## config.mk

```make
export PLATFORM = sky130hd
export DESIGN_NAME = lsu_ctrl
export DESIGN_NICKNAME = d
export VERILOG_FILES = /design/src/rtl/lsu_ctrl.sv
export SDC_FILE = /design/constraint.sdc
export NUM_CORES = 1
export LEC_CHECK = 0
export CORE_AREA = 3 3 148 150
export DETAILED_ROUTE_END_ITERATION = 16
export DIE_AREA = 0 0 151 153
export GPL_TIMING_DRIVEN = 0
export PLACE_DENSITY_LB_ADDON = 0.05
export SETUP_SLACK_MARGIN = 0.15
export SYNTH_ARGS = -nofsm -noshare
export SYNTH_HDL_FRONTEND = slang
export SYNTH_SLANG_ARGS = --single-unit
```

## constraint.sdc

```tcl
create_clock -name clk -period 3.8 [get_ports clk]
set_clock_uncertainty 0.1 [all_clocks]
set_input_delay 0.38 -clock clk [delete_from_list [all_inputs] [get_ports clk]]
set_output_delay 0.38 -clock clk [all_outputs]
set_load 0.01 [all_outputs]
```

## src/rtl/lsu_ctrl.sv

```systemverilog
// Load/store unit controller: RV32I load formatting, word stores and sub-word read-modify-write.
// Optional feature macro: LSU_SUBWORD_EN enables byte/half accesses; otherwise only word accesses are legal.
module lsu_ctrl #(
  parameter logic [31:0] ERR_RDATA = 32'h0000_0000
) (
  input  logic        clk,
  input  logic        rst,
  input  logic        req_valid,
  output logic        req_ready,
  input  logic        is_store,
  input  logic [2:0]  funct3,
  input  logic [31:0] addr,
  input  logic [31:0] wdata,
  output logic        done,
  output logic [31:0] rdata,
  output logic        err,
  output logic        mem_we,
  output logic [31:0] mem_a,
  output logic [31:0] mem_wd,
  input  logic [31:0] mem_rd
);

  typedef enum logic [2:0] {IDLE, RD_ISSUE, RD_WAIT, WR, RESP} state_t;

  state_t      state, state_nx;
  logic        st_q;
  logic [2:0]  f3_q;
  logic [31:0] addr_q;
  logic [31:0] wd_q;
  logic [31:0] rdata_q;
  logic        err_q;

  logic        aligned;
  logic        f3_ok;
  logic        legal;
  logic [4:0]  lane_sh;
  logic [31:0] lane_mask;
  logic [31:0] merged;
  logic [31:0] shifted;
  logic [31:0] load_fmt;

  always_comb begin
    aligned = 1'b1;
    case (funct3[1:0])
      2'b01:   aligned = ~addr[0];
      2'b10:   aligned = (addr[1:0] == 2'b00);
      default: aligned = 1'b1;
    endcase
`ifdef LSU_SUBWORD_EN
    if (is_store)
      f3_ok = (funct3 == 3'b000) || (funct3 == 3'b001) || (funct3 == 3'b010);
    else
      f3_ok = (funct3 == 3'b000) || (funct3 == 3'b001) || (funct3 == 3'b010) ||
              (funct3 == 3'b100) || (funct3 == 3'b101);
`else
    f3_ok = (funct3 == 3'b010);
`endif
    legal = f3_ok & aligned;
  end

  // Lane shift: bytes use addr[1:0], halves use addr[1]; the same shift serves load and merge.
  always_comb begin
    lane_sh   = f3_q[0] ? {addr_q[1], 4'b0000} : {addr_q[1:0], 3'b000};
    lane_mask = f3_q[0] ? (32'h0000_FFFF << lane_sh) : (32'h0000_00FF << lane_sh);
    merged    = (mem_rd & ~lane_mask) | ((wd_q << lane_sh) & lane_mask);
    shifted   = mem_rd >> lane_sh;
    case (f3_q)
      3'b000:  load_fmt = {{24{shifted[7]}}, shifted[7:0]};
      3'b001:  load_fmt = {{16{shifted[15]}}, shifted[15:0]};
      3'b100:  load_fmt = {24'h0, shifted[7:0]};
      3'b101:  load_fmt = {16'h0, shifted[15:0]};
      default: load_fmt = mem_rd;
    endcase
  end

  always_comb begin
    state_nx = state;
    case (state)
      IDLE: begin
        if (req_valid) begin
          if (!legal)
            state_nx = RESP;
          else if (is_store && funct3 == 3'b010)
            state_nx = WR;
          else
            state_nx = RD_ISSUE;
        end
      end
      RD_ISSUE: state_nx = RD_WAIT;
`ifdef LSU_SUBWORD_EN
      RD_WAIT:  state_nx = st_q ? WR : RESP;
`else
      RD_WAIT:  state_nx = RESP;
`endif
      WR:       state_nx = RESP;
      RESP:     state_nx = IDLE;
      default:  state_nx = IDLE;
    endcase
  end

  always_comb begin
    req_ready = (state == IDLE);
    done      = (state == RESP);
    rdata     = (state == RESP) ? rdata_q : '0;
    err       = (state == RESP) & err_q;
    mem_we    = (state == WR);
    mem_wd    = (state == WR) ? wd_q : '0;
    mem_a     = (state == RD_ISSUE || state == RD_WAIT || state == WR) ? {addr_q[31:2], 2'b00} : '0;
  end

  always_ff @(posedge clk or posedge rst) begin
    if (rst) begin
      state   <= IDLE;
      st_q    <= 1'b0;
      f3_q    <= '0;
      addr_q  <= '0;
      wd_q    <= '0;
      rdata_q <= '0;
      err_q   <= 1'b0;
    end else begin
      state <= state_nx;
      if (state == IDLE && req_valid) begin
        st_q    <= is_store;
        f3_q    <= funct3;
        addr_q  <= addr;
        wd_q    <= wdata;
        err_q   <= ~legal;
        rdata_q <= legal ? '0 : ERR_RDATA;
      end else if (state == RD_WAIT) begin
        if (st_q)
          wd_q <= merged;
        else
          rdata_q <= load_fmt;
      end
    end
  end

endmodule
```

# Word level (Yosys, flattened, before mapping)
# Cells that the tools add are included.
[totals]
regBits = 104
inputBits = 103
output_inout_bits = 100
word_cells = 60
[classes]
n_eq_ne = 12
shift = 4
muxes = 17
bitwise = 8
n_reduce_logical = 12
[op_table]
columns = ["cell", "count"]
rows = [
  ["$mux 32", 10],
  ["$pmux 32 s4", 1],
  ["$and 32x32->32", 2],
  ["$not 32->32", 1],
  ["$or 32x32->32", 1],
  ["$shl 16x5->32 const A", 1],
  ["$shl 32x5->32", 1],
  ["$shl 8x5->32 const A", 1],
  ["$shr 32x5->16", 1],
  ["$eq 3x2->1 const B", 3],
  ["$eq 3x3->1 const B", 3],
  ["$pmux 3 s3", 1],
  ["$eq 3x1->1 const B", 2],
  ["$logic_not 3->1", 2],
  ["$mux 3", 2],
  ["$mux 4", 1],
  ["$reduce_and 2->1", 2],
  ["$reduce_bool 2->1", 2],
  ["$and 1x1->1", 2],
  ["$eq 2x1->1 const B", 1],
  ["$eq 2x2->1 const B", 1],
  ["$logic_and 1x1->1", 2],
  ["$logic_not 2->1", 1],
  ["$logic_or 1x1->1", 2],
  ["other kinds (6)", 7],
]

# Logic depth before layout (Yosys ltp)
[depth]
depth_word = 9
ltp_mapped = 7
ltp_nobuf = 6

# Least setup slack after synthesis
# Ideal clock, no wire load.
[synth_timing]
path_kind = "flip-flop to output port"
from = "register state[1]"
to = "output mem_wd[22]"
arrival_time_ps = 1349
required_ps = 3320
slack_ps = 1971
stages_incl_launch_ff = 6
n_path_buf = 2
cell_sequence = "dfrtp_1 > buf_2 > nand2_1 > nor2_1 > clkbuf_1 > and2_1"
[synth_via]
elab_chain_cells = 2
[synth_rtl]
columns = ["item", "line_no", "source"]
rows = [
  ["from (decl)", "25", "state_t state, state_nx;"],
  ["from (signal assigned)", "121", "state <= state_nx;"],
  ["$eq 3x2->1", "--", ""],
  ["net mem_we", "17", "output logic mem_we,"],
  ["$mux 32", "107", "mem_wd = (state == WR) ? wd_q : '0;"],
  ["to (decl)", "19", "output logic [31:0] mem_wd,"],
]
# The timed path passes the listed nets, and every way through them passes these cells.

# Final worst setup path
[layout_timing]
from = "register state[1]"
to = "output mem_a[2]"
[layout_via]
elab_chain_cells = 4
word_cells_on_any_way = 6
cone_classes = "3 x eq/ne; 1 x mux; 2 x reduce/logical"
[layout_rtl]
columns = ["item", "line_no", "source"]
rows = [
  ["$eq 3x1->1 / $eq 3x2->1 (equally long branches)", "108", "mem_a = (state == RD_ISSUE || state == RD_WAIT || state == WR) ? {addr_q[31:2], 2'b00} : '0;"],
  ["$logic_or 1x1->1", "108", ""],
  ["$logic_or 1x1->1 *", "108", ""],
  ["$mux 32 *", "108", ""],
  ["to (decl)", "18", "output logic [31:0] mem_a,"],
]
# Every way passes the cells marked *; elsewhere a longest branch is shown, timed or not.

==> results.json <==
{
  "status": "complete, no violations",
  "cp-end-kind": "output pin",
  "synthFlopType": "dfrtp_1",
  "antenna_found_initial": 3,
  "clock.fmax_mhz": 308,
  "path_delay_family": "simple AND/OR/NAND/NOR gates",
  "die_w_um": 151,
  "cp_common_cell": "nor2_1",
  "cts-buffers-inserted": 9,
  "synth.most_common_cell": "nand2_1",
  "cts_setup_buffers": 0,
  "finalMaxSlewViolations": 0,
  "die-area_sq_um": 23100,
  "hold_viol_final": 0,
  "grt_pass1_wl_mm": 36.6,
  "final_nets": 1060,
  "rsz0062_at_grt": "false",
  "yosys_warnings": 0,
  "drt_iter0_markers": 422,
  "port_buffers": 200,
  "postRouteAntennaNets": 0,
  "cts.htree.levels": 3,
  "dr.pass1.iters": 5,
  "path_max_fanout": 10,
  "max_stage_delay_ns": 0.69,
  "clk_pin_slew_ns": 0.08,
  "required_ns": 3.32,
  "powerDensity_nw_per_um2": 397,
  "vias_per_cell": 5.07,
  "synth_top_area_share_pct": 42.3,
  "leakage_nw": 3.90,
  "drv_cap": 0,
  "floorplan.initialDensity_pct": 29.5,
  "period_share_pct": 85.4,
  "grt_usage_pct": 20.6,
  "core_sq_um": 20800,
  "fp.dieH_um": 153,
  "cp_cell_sequence": "buf_2, nor2_1, nor2_1, clkbuf_1, and2_1, clkdlybuf4s50_1",
  "peakVddDrop_v": 0.000230,
  "overflow": 0,
  "whs_ns": 0.251,
  "syn-instance-count": 742,
  "setup_viol": 0,
  "start_kind": "flip-flop",
  "rows": 53,
  "netlist_area_sq_um": 6150,
  "synth_commonest_cells": "nand2_1, dfrtp_1, a21oi_1",
  "dpl.hpwl_mm": 18.5,
  "grt_max_degree": 82,
  "ios": 203,
  "cts_tree": "yes",
  "cts_buffer_depth": 2,
  "syn_area_per_cell_sq_um": 8.29,
  "synth_largest_area_cell": "dfrtp_1",
  "worst_path_max_delay_cell": "nor2_1",
  "yosysUniqueCellTypes": 42,
  "vias": 6257,
  "num_antenna_cells": 0,
  "critPathKind": "reg -> out",
  "synth_edf_count": 0,
  "drc": 0,
  "ctsRootBufferMaster": "clkbuf_16",
  "drive_gt1_share_pct": 7.08,
  "drt-total-wl_mm": 24.1,
  "period_needed_ns": 3.24,
  "clk_latency_ns": 0.35,
  "max_slew.worst_pin.slew_ns": 0.890,
  "relSlewSlack_pct": 40.5,
  "wl_per_cell_um": 19.5,
  "ctsHoldBuffers": 0,
  "synth_seq_cells": 104,
  "ys_seq_area_share_pct": 42.3,
  "fin_util_pct": 42.5,
  "worstPathArrival_ns": 2.76,
  "holdCritPathClass": "in -> async",
  "syn2layout_area_growth_pct": 43.9,
  "synth.area.top_cells": "dfrtp_1, nand2_1, a21oi_1",
  "path_buf_inv": 3,
  "grt_pass1_vias": 6254,
  "gp_congestion": 0.903,
  "synth-async-reset-ratio_pct": 100,
  "cts_sinks": 104,
  "cts_resized": 0
}
[per-layer routing]
layer	wire (um)	GRT usage, %	vias to the layer above
met5	12	0	-
met4	636	7.08	2
met3	2000	5.40	35
met2	10500	30.3	244
met1	11000	29.2	2977
li1	-	-	2999
[worst register-to-register path, delay by kind of cell (launching register included)]
kind                   cells  cell delay (ns)
buffers and inverters      2             0.72
DFF                        1             0.42
and+or+nand+nor            1             0.77
AOI/OAI and AO/OA          2             0.24
[layout make-up]
type                    instances  area (sq um)
fillers                      2151         12000
multi-input cells             541          3090
flip-flops and latches        104          2600
repair buffers                201          2030
plain buffers                  68           345
well taps                     275           344
clock buffers                  11           233
inverters                      30           118
clock inverters                 5          81.3
[worst paths after layout]
path	from	to	slack (ns)	cells past startpoint
worst min register to register	addr_q[21]	addr_q[21]	0.37	2
worst min-delay path	rst	rdata_q[11]	0.25	2
worst max-delay path	state[1]	mem_a[2]	0.56	6
min in group clk	addr_q[21]	addr_q[21]	0.37	2
max in group asynchronous	rst	asynchronous set/reset pin	2.64	3
worst max register to register	state[2]	rdata_q[16]	1.48	5
[cells by family (layout without fill, tap and decap cells)]
kind of cell | Yosys count | count (layout) | synth area share (%)
AO/OA/AOI/OAI | 215 | 215 | 22.5
adder cells (fa/ha/maj) | 2 | 2 | 0.407
buffers and inverters | 98 | 315 | 7.45
flip-flops | 104 | 104 | 42.3
multiplexers | 9 | 9 | 1.49
other | 1 | 2 | 0.0610
AND/OR/NAND/NOR | 313 | 313 | 25.8
[through the flow]
stage / area [sq um] / instances / setup TNS, ns / worst slack (ns) / power, mW
2_1_floorplan: 6150 / 743 / 0 / 0.588 / 2.06
3_3_place_gp: 8500 / 1218 / -149.96 / -1.46 / 2.49
3_5_place_dp: 8530 / 1219 / 0 / 0.820 / 2.49
4_1_cts: 8840 / 1235 / 0 / 0.423 / 3.53
5_1_grt: 8840 / 1235 / 0 / 0.285 / 3.71
6_report: 8840 / 1235 / 0 / 0.555 / 3.52
[power breakdown]
group          leakage, nW  switching (mW)  total [mW]  internal, mW
registers             1.30          0.0972        1.39          1.29
clock network        0.150           0.455        1.04         0.580
logic                 2.45           0.671        1.09         0.421
[cell usage in the layout (no fill, tap or decap), drive strengths merged, types with 30 or more instances in the layout]
| cell type | instances |
|---|---|
| clkdlybuf4s50 | 200 |
| dfrtp | 104 |
| and2 | 49 |
| inv | 30 |
| clkbuf | 42 |
| a22oi | 32 |
| and3 | 42 |
| buf | 38 |
| nand2 | 121 |
| a21oi | 99 |
Power figures use the tool's default switching activity.
